===== src/rtl/accum_window.sv =====
// accum_window: windowed accumulator, one valid/ready result per win_len samples.
//   clk, reset (sync, active-low), clear (flush partial window / pending result)
//   win_len, in_valid, in_data, in_ready : sample input side
//   out_valid, out_data, out_ovf, out_ready : result output side
//   busy : window in progress
module accum_window #(
    parameter int DATA_W   = 8,
    parameter int ACC_W    = 16,
    parameter int CNT_W    = 8,
    parameter int SIGNED   = 0,
    parameter int SATURATE = 1
) (
    input  logic              clk,
    input  logic              reset,
    input  logic              clear,
    input  logic [CNT_W-1:0]  win_len,
    input  logic              in_valid,
    input  logic [DATA_W-1:0] in_data,
    output logic              in_ready,
    output logic              out_valid,
    output logic [ACC_W-1:0]  out_data,
    output logic              out_ovf,
    input  logic              out_ready,
    output logic              busy
);
    typedef enum logic [1:0] {IDLE, ACCUM, HOLD} state_t;
    state_t state_q, state_d;
    logic [ACC_W-1:0] acc_q, acc_d, out_data_q, out_data_d, new_acc, sat_val, base;
    logic [CNT_W-1:0] cnt_q, cnt_d, len_q, len_d, cnt_next, len_cur;
    logic ovf_q, ovf_d, out_valid_q, out_valid_d, out_ovf_q, out_ovf_d;
    logic [ACC_W:0] acc_x, in_x, sum;
    logic in_xfer, out_xfer, ovf_now, new_ovf, done, out_free;
    assign in_ready  = reset & ~clear & (state_q != HOLD);
    assign in_xfer   = in_valid & in_ready;
    assign out_xfer  = out_valid_q & out_ready;
    assign out_free  = ~out_valid_q | out_ready;
    assign out_valid = out_valid_q;
    assign out_data  = out_data_q;
    assign out_ovf   = out_ovf_q;
    assign busy      = state_q != IDLE;
    always_comb begin
        // A new window starts from zero regardless of leftover accumulator contents.
        base     = (state_q == IDLE) ? '0 : acc_q;
        acc_x    = (SIGNED != 0) ? {base[ACC_W-1], base} : {1'b0, base};
        in_x     = {{(ACC_W+1-DATA_W){(SIGNED != 0) ? in_data[DATA_W-1] : 1'b0}}, in_data};
        sum      = acc_x + in_x;
        ovf_now  = (SIGNED != 0) ? (sum[ACC_W] ^ sum[ACC_W-1]) : sum[ACC_W];
        // Guard bit carries the sign of the true sum, choosing max or min.
        sat_val  = (SIGNED != 0) ? (sum[ACC_W] ? {1'b1, {(ACC_W-1){1'b0}}} : {1'b0, {(ACC_W-1){1'b1}}}) : '1;
        new_acc  = (ovf_now && SATURATE != 0) ? sat_val : sum[ACC_W-1:0];
        new_ovf  = ((state_q == IDLE) ? 1'b0 : ovf_q) | ovf_now;
        cnt_next = (state_q == IDLE) ? CNT_W'(1) : cnt_q + CNT_W'(1);
        len_cur  = (state_q != IDLE) ? len_q : (win_len == '0) ? CNT_W'(1) : win_len;
        done     = in_xfer && (cnt_next == len_cur);
    end
    always_comb begin
        state_d     = state_q;
        acc_d       = acc_q;
        cnt_d       = cnt_q;
        len_d       = len_q;
        ovf_d       = ovf_q;
        out_valid_d = out_valid_q & ~out_ready;
        out_data_d  = out_data_q;
        out_ovf_d   = out_ovf_q;
        if (clear) begin
            state_d = IDLE;
            acc_d   = '0;
            cnt_d   = '0;
            ovf_d   = 1'b0;
        end else if (state_q == HOLD) begin
            if (out_xfer) begin
                out_valid_d = 1'b1;
                out_data_d  = acc_q;
                out_ovf_d   = ovf_q;
                state_d     = IDLE;
                acc_d       = '0;
                cnt_d       = '0;
            end
        end else if (in_xfer) begin
            acc_d   = new_acc;
            cnt_d   = cnt_next;
            len_d   = len_cur;
            ovf_d   = new_ovf;
            state_d = ACCUM;
            if (done && out_free) begin
                out_valid_d = 1'b1;
                out_data_d  = new_acc;
                out_ovf_d   = new_ovf;
                state_d     = IDLE;
                acc_d       = '0;
                cnt_d       = '0;
            end else if (done) begin
                state_d = HOLD;
            end
        end
    end
    always_ff @(posedge clk) begin
        if (!reset) begin
            state_q     <= IDLE;
            acc_q       <= '0;
            cnt_q       <= '0;
            len_q       <= '0;
            ovf_q       <= 1'b0;
            out_valid_q <= 1'b0;
            out_data_q  <= '0;
            out_ovf_q   <= 1'b0;
        end else begin
            state_q     <= state_d;
            acc_q       <= acc_d;
            cnt_q       <= cnt_d;
            len_q       <= len_d;
            ovf_q       <= ovf_d;
            out_valid_q <= out_valid_d;
            out_data_q  <= out_data_d;
            out_ovf_q   <= out_ovf_d;
        end
    end
endmodule


===== config.mk =====
export PLATFORM = sky130hd
export DESIGN_NAME = accum_window
export DESIGN_NICKNAME = d
export VERILOG_FILES = /design/src/rtl/accum_window.sv
export SDC_FILE = /design/constraint.sdc
export NUM_CORES = 1
export LEC_CHECK = 0
export ABC_AREA = 1
export CAP_MARGIN = 20
export CORE_AREA = 2 2 109 90
export CTS_CLUSTER_SIZE = 14
export DETAILED_ROUTE_END_ITERATION = 12
export DIE_AREA = 0 0 111 92
export HOLD_SLACK_MARGIN = 0.03
export PLACE_DENSITY_LB_ADDON = 0.12
export REMOVE_ABC_BUFFERS = 1
export SETUP_SLACK_MARGIN = 0.4
export SYNTH_ARGS = -nofsm -noshare
export SYNTH_HDL_FRONTEND = slang
export SYNTH_SLANG_ARGS = --single-unit
export TNS_END_PERCENT = 5

===== constraint.sdc =====
create_clock -name clk -period 2.8 [get_ports clk]
set_input_delay 0.28 -clock clk [delete_from_list [all_inputs] [get_ports clk]]
set_output_delay 0.28 -clock clk [all_outputs]
set_load 0.02 [all_outputs]

==> impl_results.md <==
- Status: complete, no violations
- Sw Ratio: 25.9%
- Die height: 92 um
- Number of global-route vias before repair: 3449
- Final period util: 83.1%
- Area growth syn-to-layout: 30.7%
- Ant. Diodes: 0
- DP HPWL: 7.28 mm
- Most common cell after layout, fill and taps aside: nand2_1
- YS warnings: 0
- Critical Path End Type: flip-flop
- Setup WS pre-CTS: 0.0814 ns
- WL final: 10.5 mm
- Placeable Area: 9250 sq um
- Critical setup path kind: reg -> reg
- CP Launch Type: flip-flop
- Initial antenna violation count: 0
- DRC Markers: 0
- Commonest cells after routing, fill and taps aside: 146 x nand2_1, 73 x inv_1, 64 x nor2_1
- Gate power share: 11.3%
- Hold WC Path Type: reg -> reg
- Synth Instances: 582
- CTS hold repair buffers: 0
- Global route overflow: 0
- Violation count after the first detailed-route iteration: 245
- Worst-Margin Slew: 0.560 ns
- DR vias/cell: 5.05
- CTS Root Cell: clkbuf_16
- Endpoints failing hold: 0
- Final setup fails: 0
- DR vias: 3842
- Design Power: 1.58 mW
- Clk_skew: 0.00882 ns
- Power Dens Cells: 340 nW/um^2
- Relative slew slack: 62.6%
- Worst-case clock buffer depth: 2
- Num CTS Buffers: 5
- Avg Inst Size Synth: 6.10 sq um
- PortBufs: 40
- Routed Antenna Nets: 0
- CTS clk-pin slew, worst paths: 0.08 ns
- Die area: 10200 sq um
- FP Rows: 32
- Ports: 41
- Hold_sp: acc_q[6]
- Final min period: 2.33 ns
- Hold Path Sink: acc_q[6]
- R2R Path Start: state_q[0]
- Setup tns final: 0 ns
- Cells on worst reg2reg path: 15
- Share of layout cells above drive strength 1: 15.4%
- First-pass GRT wire length: 17.0 mm
- Clock share of power: 40.1%
- Net Switching: 409 uW
- Pre-Repair DR Iteration Count: 5
- Htree depth: 2
- Crit path max fanout: 5
- Gpl congestion: 0.850
- Post-synthesis sequential area ratio: 29.9%
- Sink Count: 53
- Internal reg-to-reg setup slack: 0.47 ns
- Reg2Reg Capture Point: out_data[1]
- Worst EP arrival: 2.52 ns
- Clock network latency to the later pin of the worst-skew pair: 0.29 ns
- Lkg Pwr: 2.00 nW
- Die width: 111 um
- Mapped Area: 3550 sq um
- Library cells used by synthesis: 35
- Register share of total power: 48.6%
- Average wire per standard cell: 13.8 um
- Worst hold stages: 2
- Post-route setup slack: 0.474 ns
- Slew Limit Fails: 0
- Cell Int Power: 1.17 mW
- TritonCTS clock tree: done
- Initial Util: 38.4%
- GRT Total Usage: 20.5%
- Max Clk Rate: 0.430 GHz
- Final net count: 672
- Unrepaired setup endpoints after global routing: true
- Largest net degree at the start of global routing: 28
- Worst path required time: 2.99 ns
- Max rail drop VDD: 0.000259 V
- MaxCap Viol Count: 0
- Yosys reg bits: 53
-- cells in the mapped netlist (all sizes together) --
| library cell | n | area share [%] |
|---|---|---|
| o21bai | 1 | 0.21 |
| o21ai | 19 | 2.7 |
| or2 | 1 | 0.18 |
| nand2 | 156 | 17 |
| mux2i | 1 | 0.28 |
| a21oi | 58 | 8.2 |
| and2 | 1 | 0.18 |
| a31oi | 6 | 1.1 |
| clkinv | 1 | 0.11 |
| clkbuf | 12 | 1.3 |
| nor2 | 71 | 7.9 |
| fa | 1 | 0.56 |
| buf | 14 | 2.5 |
| inv | 77 | 8.1 |
| nand3 | 70 | 9.9 |
| a21o | 1 | 0.21 |
| nand4 | 8 | 1.4 |
| nand3b | 3 | 0.63 |
| o211ai | 5 | 1.1 |
| nor3b | 1 | 0.53 |
| xnor2 | 1 | 0.25 |
| xor2 | 6 | 1.5 |
| nor3 | 5 | 1.2 |
| a22oi | 1 | 0.21 |
| dfxtp | 53 | 30 |
| ha | 9 | 3.2 |
-- cell families after synthesis --
logic type	count (synthesis)	share of synthesized area, %
and+or+nand+nor	316	38.7
muxes	1	0.282
xor gates and xnor gates	7	1.73
buffers and inverters	104	12.1
adders and majority gates	10	3.74
DFF	53	29.9
AOI/OAI and AO/OA	91	13.6
-- registers in the layout, summed over array words and instances, names as in the netlist --
signal / flops
len_q: 8
out_ovf: 1
ovf_q: 1
out_data: 16
out_valid: 1
acc_q: 16
state_q: 2
cnt_q: 8
-- stage by stage --
stage / util (%) / cells / cell area [sq um] / hold slack (ns)
final: 50.1 / 761 / 4640 / 0.465
after global routing: 50.1 / 761 / 4640 / 0.480
after CTS: 47.1 / 749 / 4360 / 0.467
after detailed placement: 44.8 / 737 / 4140 / 0.456
after global placement: 44.8 / 737 / 4140 / 0.451
after floorplan: - / 556 / 3410 / 0.400
-- layout make-up --
class,instances,area (sq um)
clock buffer,6,129
clock inverter,2,15.0
fill,963,4610
inverter,78,295
multi-input combinational,425,2250
sequential,53,1070
tap,119,149
timing repair buffer,78,734
-- repair_timing --
action	4_1_cts	5_1_grt
setup buffers	4	11
hold endpoints to repair	0	0
gates cloned	0	1
pin swaps	4	18
endpoints found under the setup margin	23	37
resized for setup	12	42
-- power by group through the flow --
stage / logic, mW / registers [mW] / clock network [mW]
floorplan: 0.0835 / 0.784 / 0
global placement: 0.160 / 0.784 / 0
detailed placement: 0.162 / 0.785 / 0
CTS: 0.168 / 0.767 / 0.652
global route: 0.197 / 0.767 / 0.667
finish: 0.178 / 0.766 / 0.633
-- worst max-delay path, stage by stage, from the launching register on --
cell and delay, ns:
dfxtp_2 0.35, nor2_4 0.14, buf_6 0.14, nor2_1 0.04
ha_1 0.34, a21oi_2 0.20, nand2_4 0.08, nand2_2 0.07
nand3_2 0.10, nand3_2 0.10, buf_4 0.15, a21oi_1 0.09
a21oi_2 0.21, nand3_1 0.11, nand2_1 0.08, nor2_1 0.04
-- layer usage --
layer	track usage, %	up-vias	routed length, um
met4	4.38	0	62
met5	0	-	0
li1	-	1986	-
met3	3.11	5	488
met1	31.5	1772	5670
met2	30.1	79	4310
-- worst max path at each step --
stage | slack (ns) | start | end | cells after the start
after floorplan | -0.10 | state_q[0] | out_data[4] | 16
after global placement | 0.09 | in_data[0] | out_data[1] | 14
after detailed placement | 0.08 | in_data[0] | out_data[1] | 14
after CTS | 0.40 | state_q[1] | out_data[6] | 16
after global routing | 0.35 | state_q[0] | acc_q[5] | 16
final | 0.47 | state_q[0] | out_data[1] | 15
Power figures use the tool's default switching activity.
